[config.mk]
export PLATFORM = sky130hd
export DESIGN_NAME = mem_arbiter
export DESIGN_NICKNAME = d
export VERILOG_FILES = /design/src/rtl/mem_arbiter.sv
export SDC_FILE = /design/constraint.sdc
export NUM_CORES = 1
export LEC_CHECK = 0
export BUFFER_PORTS_ARGS = -buffer_cell sky130_fd_sc_hd__buf_2
export CAP_MARGIN = 20
export CORE_AREA = 5 5 171 173
export CTS_CLUSTER_DIAMETER = 30
export DETAILED_ROUTE_END_ITERATION = 8
export DIE_AREA = 0 0 176 178
export GPL_ROUTABILITY_DRIVEN = 0
export PLACE_DENSITY = 0.45
export SKIP_CTS_REPAIR_TIMING = 1
export SLEW_MARGIN = 10
export SYNTH_ARGS = -nofsm -noshare
export SYNTH_HDL_FRONTEND = slang
export SYNTH_HIERARCHICAL = 1
export SYNTH_SLANG_ARGS = --single-unit
[constraint.sdc]
create_clock -name clk -period 2.3 [get_ports clk]
set_clock_uncertainty 0.05 [all_clocks]
set_input_delay 0 -clock clk [delete_from_list [all_inputs] [get_ports clk]]
set_output_delay 0 -clock clk [all_outputs]
set_load 0.1 [all_outputs]
[src/rtl/mem_arbiter.sv]
// mem_arbiter: shares one single-port memory between the instruction-fetch
// port and the load/store port of the core. Only one memory transaction may
// be outstanding at a time; each response is routed back to the requester
// that issued it, and responses to squashed fetches are dropped.
//
// Ports:
//   clk, rst            clock, asynchronous active-low reset
//   if_req_*            fetch request (valid/ready/addr), if_flush squashes
//   if_rsp_*            fetch response (valid/data)
//   ls_req_*            load/store request (valid/ready/addr/we/wdata/wstrb)
//   ls_rsp_*            load/store response (valid/data, data 0 for stores)
//   mem_req_*           muxed request to memory (valid/ready/addr/we/wdata/wstrb)
//   mem_rsp_*           memory response (valid/data)
//
// Build options:
//   MEM_ARB_STARVE_GUARD_EN  when defined, a fetch is promoted over load/store
//                            after STARVE_MAX consecutive load/store grants
//                            taken while the fetch was waiting.
//   MEM_ARB_CHECKERS         when defined, instantiates a simulation checker
//                            flagging memory responses that arrive in IDLE.

module mem_arbiter #(
  parameter int unsigned ADDR_W     = 32,
  parameter int unsigned DATA_W     = 64,
  parameter int unsigned STARVE_MAX = 4
) (
  input  logic                clk,
  input  logic                rst,
  input  logic                if_req_valid,
  output logic                if_req_ready,
  input  logic [ADDR_W-1:0]   if_req_addr,
  input  logic                if_flush,
  output logic                if_rsp_valid,
  output logic [DATA_W-1:0]   if_rsp_data,
  input  logic                ls_req_valid,
  output logic                ls_req_ready,
  input  logic [ADDR_W-1:0]   ls_req_addr,
  input  logic                ls_req_we,
  input  logic [DATA_W-1:0]   ls_req_wdata,
  input  logic [DATA_W/8-1:0] ls_req_wstrb,
  output logic                ls_rsp_valid,
  output logic [DATA_W-1:0]   ls_rsp_data,
  output logic                mem_req_valid,
  input  logic                mem_req_ready,
  output logic [ADDR_W-1:0]   mem_req_addr,
  output logic                mem_req_we,
  output logic [DATA_W-1:0]   mem_req_wdata,
  output logic [DATA_W/8-1:0] mem_req_wstrb,
  input  logic                mem_rsp_valid,
  input  logic [DATA_W-1:0]   mem_rsp_data
);

  typedef enum logic [1:0] {
    IDLE    = 2'd0,
    WAIT_IF = 2'd1,
    WAIT_LS = 2'd2
  } state_e;

  state_e state_q, state_d;
  logic   squash_q, squash_d;
  logic   we_q, we_d;

  logic   free_s;
  logic   if_prio_s;
  logic   grant_if_s;
  logic   grant_ls_s;
  logic   accept_s;

`ifdef MEM_ARB_STARVE_GUARD_EN
  localparam int unsigned CNT_W = $clog2(STARVE_MAX + 1);
  localparam logic [CNT_W-1:0] CNT_MAX = CNT_W'(STARVE_MAX);

  logic [CNT_W-1:0] starve_cnt_q, starve_cnt_d;

  // Starvation counter: counts ls grants taken while a fetch was waiting.
  always_comb begin
    starve_cnt_d = starve_cnt_q;
    if (accept_s && grant_if_s) begin
      starve_cnt_d = '0;
    end else if (accept_s && grant_ls_s) begin
      if (!if_req_valid) begin
        starve_cnt_d = '0;
      end else if (starve_cnt_q != CNT_MAX) begin
        starve_cnt_d = starve_cnt_q + CNT_W'(1);
      end else begin
        starve_cnt_d = starve_cnt_q;
      end
    end else begin
      starve_cnt_d = starve_cnt_q;
    end
  end

  // Starvation counter register.
  always_ff @(posedge clk or negedge rst) begin
    if (!rst) begin
      starve_cnt_q <= '0;
    end else begin
      starve_cnt_q <= starve_cnt_d;
    end
  end

  assign if_prio_s = (starve_cnt_q == CNT_MAX);
`else
  // Strict load/store priority; STARVE_MAX only matters with the guard.
  if (STARVE_MAX == 0) begin : g_starve_unused
  end
  assign if_prio_s = 1'b0;
`endif

  // Arbitration and request muxing. Reset gating keeps every output at 0
  // while rst is low, even if requesters keep their valids asserted.
  always_comb begin
    free_s        = rst && ((state_q == IDLE) || mem_rsp_valid);
    grant_if_s    = 1'b0;
    grant_ls_s    = 1'b0;
    mem_req_valid = 1'b0;
    mem_req_addr  = '0;
    mem_req_we    = 1'b0;
    mem_req_wdata = '0;
    mem_req_wstrb = '0;
    if (free_s) begin
      // A flushed fetch is never eligible.
      grant_if_s = if_req_valid && !if_flush && (!ls_req_valid || if_prio_s);
      grant_ls_s = ls_req_valid && !grant_if_s;
    end else begin
      grant_if_s = 1'b0;
      grant_ls_s = 1'b0;
    end
    if (grant_ls_s) begin
      mem_req_valid = 1'b1;
      mem_req_addr  = ls_req_addr;
      mem_req_we    = ls_req_we;
      mem_req_wdata = ls_req_wdata;
      mem_req_wstrb = ls_req_wstrb;
    end else if (grant_if_s) begin
      mem_req_valid = 1'b1;
      mem_req_addr  = if_req_addr;
    end else begin
      mem_req_valid = 1'b0;
    end
  end

  assign accept_s     = mem_req_valid && mem_req_ready;
  assign if_req_ready = accept_s && grant_if_s;
  assign ls_req_ready = accept_s && grant_ls_s;

  // Response routing; store acknowledges return zero data.
  always_comb begin
    if_rsp_valid = rst && (state_q == WAIT_IF) && mem_rsp_valid && !squash_q && !if_flush;
    ls_rsp_valid = rst && (state_q == WAIT_LS) && mem_rsp_valid;
    if_rsp_data  = if_rsp_valid ? mem_rsp_data : '0;
    ls_rsp_data  = (ls_rsp_valid && !we_q) ? mem_rsp_data : '0;
  end

  // Next state, squash flag and registered write bit.
  always_comb begin
    state_d  = state_q;
    squash_d = squash_q;
    we_d     = we_q;
    if (free_s) begin
      if (accept_s) begin
        state_d = grant_if_s ? WAIT_IF : WAIT_LS;
      end else begin
        state_d = IDLE;
      end
    end else begin
      state_d = state_q;
    end
    // Squash clears on the fetch response, otherwise latches any flush.
    if (state_q == WAIT_IF) begin
      if (mem_rsp_valid) begin
        squash_d = 1'b0;
      end else if (if_flush) begin
        squash_d = 1'b1;
      end else begin
        squash_d = squash_q;
      end
    end else begin
      squash_d = 1'b0;
    end
    if (ls_req_ready) begin
      we_d = ls_req_we;
    end else begin
      we_d = we_q;
    end
  end

  // State registers.
  always_ff @(posedge clk or negedge rst) begin
    if (!rst) begin
      state_q  <= IDLE;
      squash_q <= 1'b0;
      we_q     <= 1'b0;
    end else begin
      state_q  <= state_d;
      squash_q <= squash_d;
      we_q     <= we_d;
    end
  end

`ifdef MEM_ARB_CHECKERS
  mem_arbiter_chk u_chk (
    .clk_i       (clk),
    .rst_i       (rst),
    .idle_i      (state_q == IDLE),
    .rsp_valid_i (mem_rsp_valid)
  );
`endif

endmodule

`ifdef MEM_ARB_CHECKERS
// Simulation-only protocol checker: memory must not respond with nothing
// outstanding.
module mem_arbiter_chk (
  input logic clk_i,
  input logic rst_i,
  input logic idle_i,
  input logic rsp_valid_i
);
  // Flag responses that arrive while the arbiter is idle.
  always @(posedge clk_i) begin
    if (rst_i && idle_i && rsp_valid_i) begin
      $error("mem_arbiter: mem_rsp_valid while IDLE");
    end
  end
endmodule
`endif

# Word-level counts from Yosys, hierarchy flattened
# Cells that the tools add are included.
[word_totals]
register_bits = 4
inputBits = 208
out_inout_bits = 238
word_cells = 43
[op_classes]
eq_ne = 3
mux = 16
reduce_logical = 21
[op_table]
columns = ["operator", "n"]
rows = [
  ["$mux 64", 3],
  ["$mux 32", 2],
  ["$logic_and 1x1->1", 14],
  ["$mux 1", 8],
  ["$mux 8", 1],
  ["$logic_not 1->1", 5],
  ["$mux 2", 2],
  ["$ne 3x3->1 const B", 1],
  ["$eq 2x1->1 const B", 1],
  ["$eq 2x2->1 const B", 1],
  ["$logic_not 2->1", 1],
  ["$logic_or 1x1->1", 1],
]

# Depth between registers and ports, before layout
[depth]
depth_word = 9
mapped_depth = 5
ltp_nobuf = 3

# Worst setup path after synthesis
# No wires, ideal clock.
[synth_timing]
path_type = "register -> output"
startpoint = "reg state_q[0]"
endpoint = "out ls_rsp_valid"
arrival_time_ns = 2.675
required_ns = 2.250
path_slack_ns = -0.425
path_stages_with_launch = 2
path_buffers = 0
path_cell_list = "dfrtp_1 nor3b_1"
[synth_via]
elab_chain_len = 3
[synth_lines]
columns = ["item", "line", "source"]
rows = [
  ["from (decl)", "59", "state_e state_q, state_d;"],
  ["from (signal assigned)", "195", "state_q <= state_d;"],
  ["$eq 2x2->1", "150", "ls_rsp_valid = rst && (state_q == WAIT_LS) && mem_rsp_valid;"],
  ["$logic_and 1x1->1 (2 in a row)", "150", ""],
  ["to (decl)", "41", "output logic ls_rsp_valid,"],
]
# No other way between the ends.

# Worst setup path after layout
[layout_timing]
startpoint = "reg state_q[0]"
endpoint = "out ls_rsp_data[6]"
[layout_via]
elab_chain_len = 5
[layout_lines]
columns = ["item", "line", "source"]
rows = [
  ["$eq 2x2->1", "150", ""],
  ["$logic_and 1x1->1 (2 in a row)", "150", ""],
  ["$logic_and 1x1->1", "152", "ls_rsp_data = (ls_rsp_valid && !we_q) ? mem_rsp_data : '0;"],
  ["$mux 64", "152", ""],
  ["to (decl)", "42", "output logic [DATA_W-1:0] ls_rsp_data,"],
]
# No other way between the ends.

==> flow_metrics.env <==
export IMPL_status="finished clean"
export IMPL_synth_top_cell_area_share_pct=44.20
export IMPL_cp_depth=5
export IMPL_final_cell_area_um2=7320
export IMPL_async_flop_share_pct=100.0
export IMPL_yosys_cell_types_count=25
export IMPL_insertion_delay_ns=0.22
export IMPL_synth_area_leaders="and2_1 (44%), and2_2 (18%), a22oi_1 (11%), nor2_1 (6.5%), dfrtp_1 (4.7%)"
export IMPL_grt_overflow=0
export IMPL_clk_path_buf_depth=2
export IMPL_avgSynthCellArea_um2=6.493
export IMPL_place_hpwl_um=14270
export IMPL_place_area_um2=7222
export IMPL_drc=0
export IMPL_synthCells=327
export IMPL_crit_path_end_kind="primary output"
export IMPL_grt_pass1_vias=3718
export IMPL_ys_seq_area_share_pct=4.714
export IMPL_die_h_um=178
export IMPL_path_clk_slew_ns=0.03
export IMPL_maxCapViolations=0
export IMPL_vias=3801
export IMPL_synth_top_area_cell="and2_1"
export IMPL_slew_violations=0
export IMPL_ys_flop_type="dfrtp_1"
export IMPL_crit_type="reg -> out"
export IMPL_rsz0062_at_grt="false"
export IMPL_area_growth_pct=244.7
export IMPL_worst_pin_slew_ns=0.5298
export IMPL_hold_path_class="in -> reg"
export IMPL_start_kind="flop"
export IMPL_std_cell_rows=61
export IMPL_routed_wl_um=15720
export IMPL_antenna_found_initial=1
export IMPL_crit_buf_inv=3
export IMPL_start_util_pct=7.728
export IMPL_required_ns=2.25
export IMPL_hold_ws_ns=0.03382
export IMPL_critPathTopFamily="buffers and inverters"
export IMPL_vdd_drop_max_uv=176.1
export IMPL_whs_path_depth=2
export IMPL_cp_cell_sequence="nor4b_4 > buf_4 > buf_4 > and2_1 > buf_12"
export IMPL_root_buffer="clkbuf_16"
export IMPL_synth_top_cells_by_count="and2_1 (150), and2_2 (51), nor2_1 (37)"
export IMPL_ant_nets=0
export IMPL_fillCellCount=2921
export IMPL_synth_area_um2=2123
export IMPL_max_freq_ghz=0.4708
export IMPL_place_port_buffers=445
export IMPL_cts_tree="yes"
export IMPL_grt_pass1_wl_um=22050
export IMPL_routedWlPerCell_um=14.29
export IMPL_die_area_um2=31330
export IMPL_min_period_ns=2.124
export IMPL_layout_cells_non_filler=1100
export IMPL_reg2regPathDepth=3
export IMPL_firstDrtPassIters=5
export IMPL_numCtsBuffers=3
export IMPL_critPathMaxFanout=35
export IMPL_layout_drive_gt1_share_pct=68.39
export IMPL_period_share_pct=92.34
export IMPL_slew_headroom_pct=64.92
export IMPL_cts_sinks=4
export IMPL_setup_viol=0
export IMPL_core_um2=27480
export IMPL_synth_edf_count=0
export IMPL_cts_htree_levels=1
export IMPL_synth_nets=535
export IMPL_worstPathArrival_ns=2.07
export IMPL_slowest_stage="dfrtp_1"
export IMPL_drtIter0Drc=103
export IMPL_yosysWarningCount=6
export IMPL_cpMostUsedCell="buf_4"
export IMPL_p_per_area_nw_per_um2=296.6
export IMPL_post_route_util_pct=26.64
export IMPL_final_nets=963
export IMPL_hold_violations=0
export IMPL_grt_max_degree=74
export IMPL_synth_most_common_cell="and2_1"
export IMPL_grtUsageTotal_pct=8.838
export IMPL_critPathMaxStageDelay_ns=0.46
export IMPL_p_leak_uw=0.003546
export IMPL_dp_cells=1094
export IMPL_viasPerCell=3.455
export IMPL_synth_seq_cells=4
export IMPL_io_pins=446
export IMPL_die_w_um=176
-- where the power goes --
group / internal (µW) / total, µW / switching, µW
combinational: 623 / 1820 / 1190
sequential: 77.9 / 87.4 / 9.48
clock: 222 / 266 / 44.4
-- flip-flops by register name, summed over array words and instances (netlist names) --
register  count
squash_q      1
state_q       2
we_q          1
-- through the flow --
stage | TNS [ns] | total power, µW | setup slack, ns
2_1_floorplan | -4.297 | 1179 | -0.1432
3_3_place_gp | 0 | 1914 | 0.4223
3_5_place_dp | 0 | 1915 | 0.3823
4_1_cts | 0 | 2189 | 0.1475
5_1_grt | 0 | 2247 | 0.07479
6_report | 0 | 2171 | 0.1761
-- cells in the final DEF (no fill, tap or decap), types with 2 or more instances in the layout --
cell | netlist | routed
buf_2 | 8 | 278
buf_12 | 0 | 168
and2_1 | 150 | 150
and2_2 | 51 | 51
nor2_1 | 37 | 36
a22oi_1 | 32 | 32
buf_4 | 1 | 7
nand2_1 | 4 | 4
dfrtp_1 | 4 | 4
nand2b_1 | 3 | 3
clkbuf_16 | 0 | 3
a21oi_1 | 2 | 2
dlygate4sd3_1 | 0 | 2
-- layout make-up --
type | count | area, µm² | share of cell area [%]
Timing Repair Buffer | 455 | 4827 | 65.95
Antenna cell | 1 | 2.502 | 0.03419
Multi-Input combinational cell | 290 | 1878 | 25.66
Tap cell | 346 | 432.9 | 5.915
Inverter | 1 | 3.754 | 0.05128
Clock buffer | 3 | 75.07 | 1.026
Sequential cell | 4 | 100.1 | 1.368
-- routing by layer --
layer / up-vias / track usage, % / share of wire (%)
met4: 0 / 0.9422 / 0.63
li1: 1885 / - / -
met5: - / 0 / 0
met3: 10 / 2.247 / 9.7
met2: 234 / 17.18 / 54
met1: 1672 / 10.00 / 36
-- path summary, 6_finish.rpt --
check	from	endpoint	slack (ns)
worst max-delay path	state_q[0]	ls_rsp_data[6]	0.18
worst min-delay path	ls_req_we	we_q	0.03
worst max register to register	state_q[0]	we_q	0.91
worst min register to register	state_q[1]	state_q[1]	0.51
max in group asynchronous	rst	state_q[1]	1.82
min in group asynchronous	rst	state_q[0]	0.21
-- cell families (layout without fill, tap and decap cells) --
kind of cell / Yosys count / after routing / synth area share, %
simple gates: 253 / 253 / 74.19
mux: 1 / 1 / 0.5303
buf+inv: 33 / 459 / 7.896
other cells: 0 / 1 / 0
flops: 4 / 4 / 4.714
compound gates: 36 / 36 / 12.67
(Power assumes the default switching activity.)
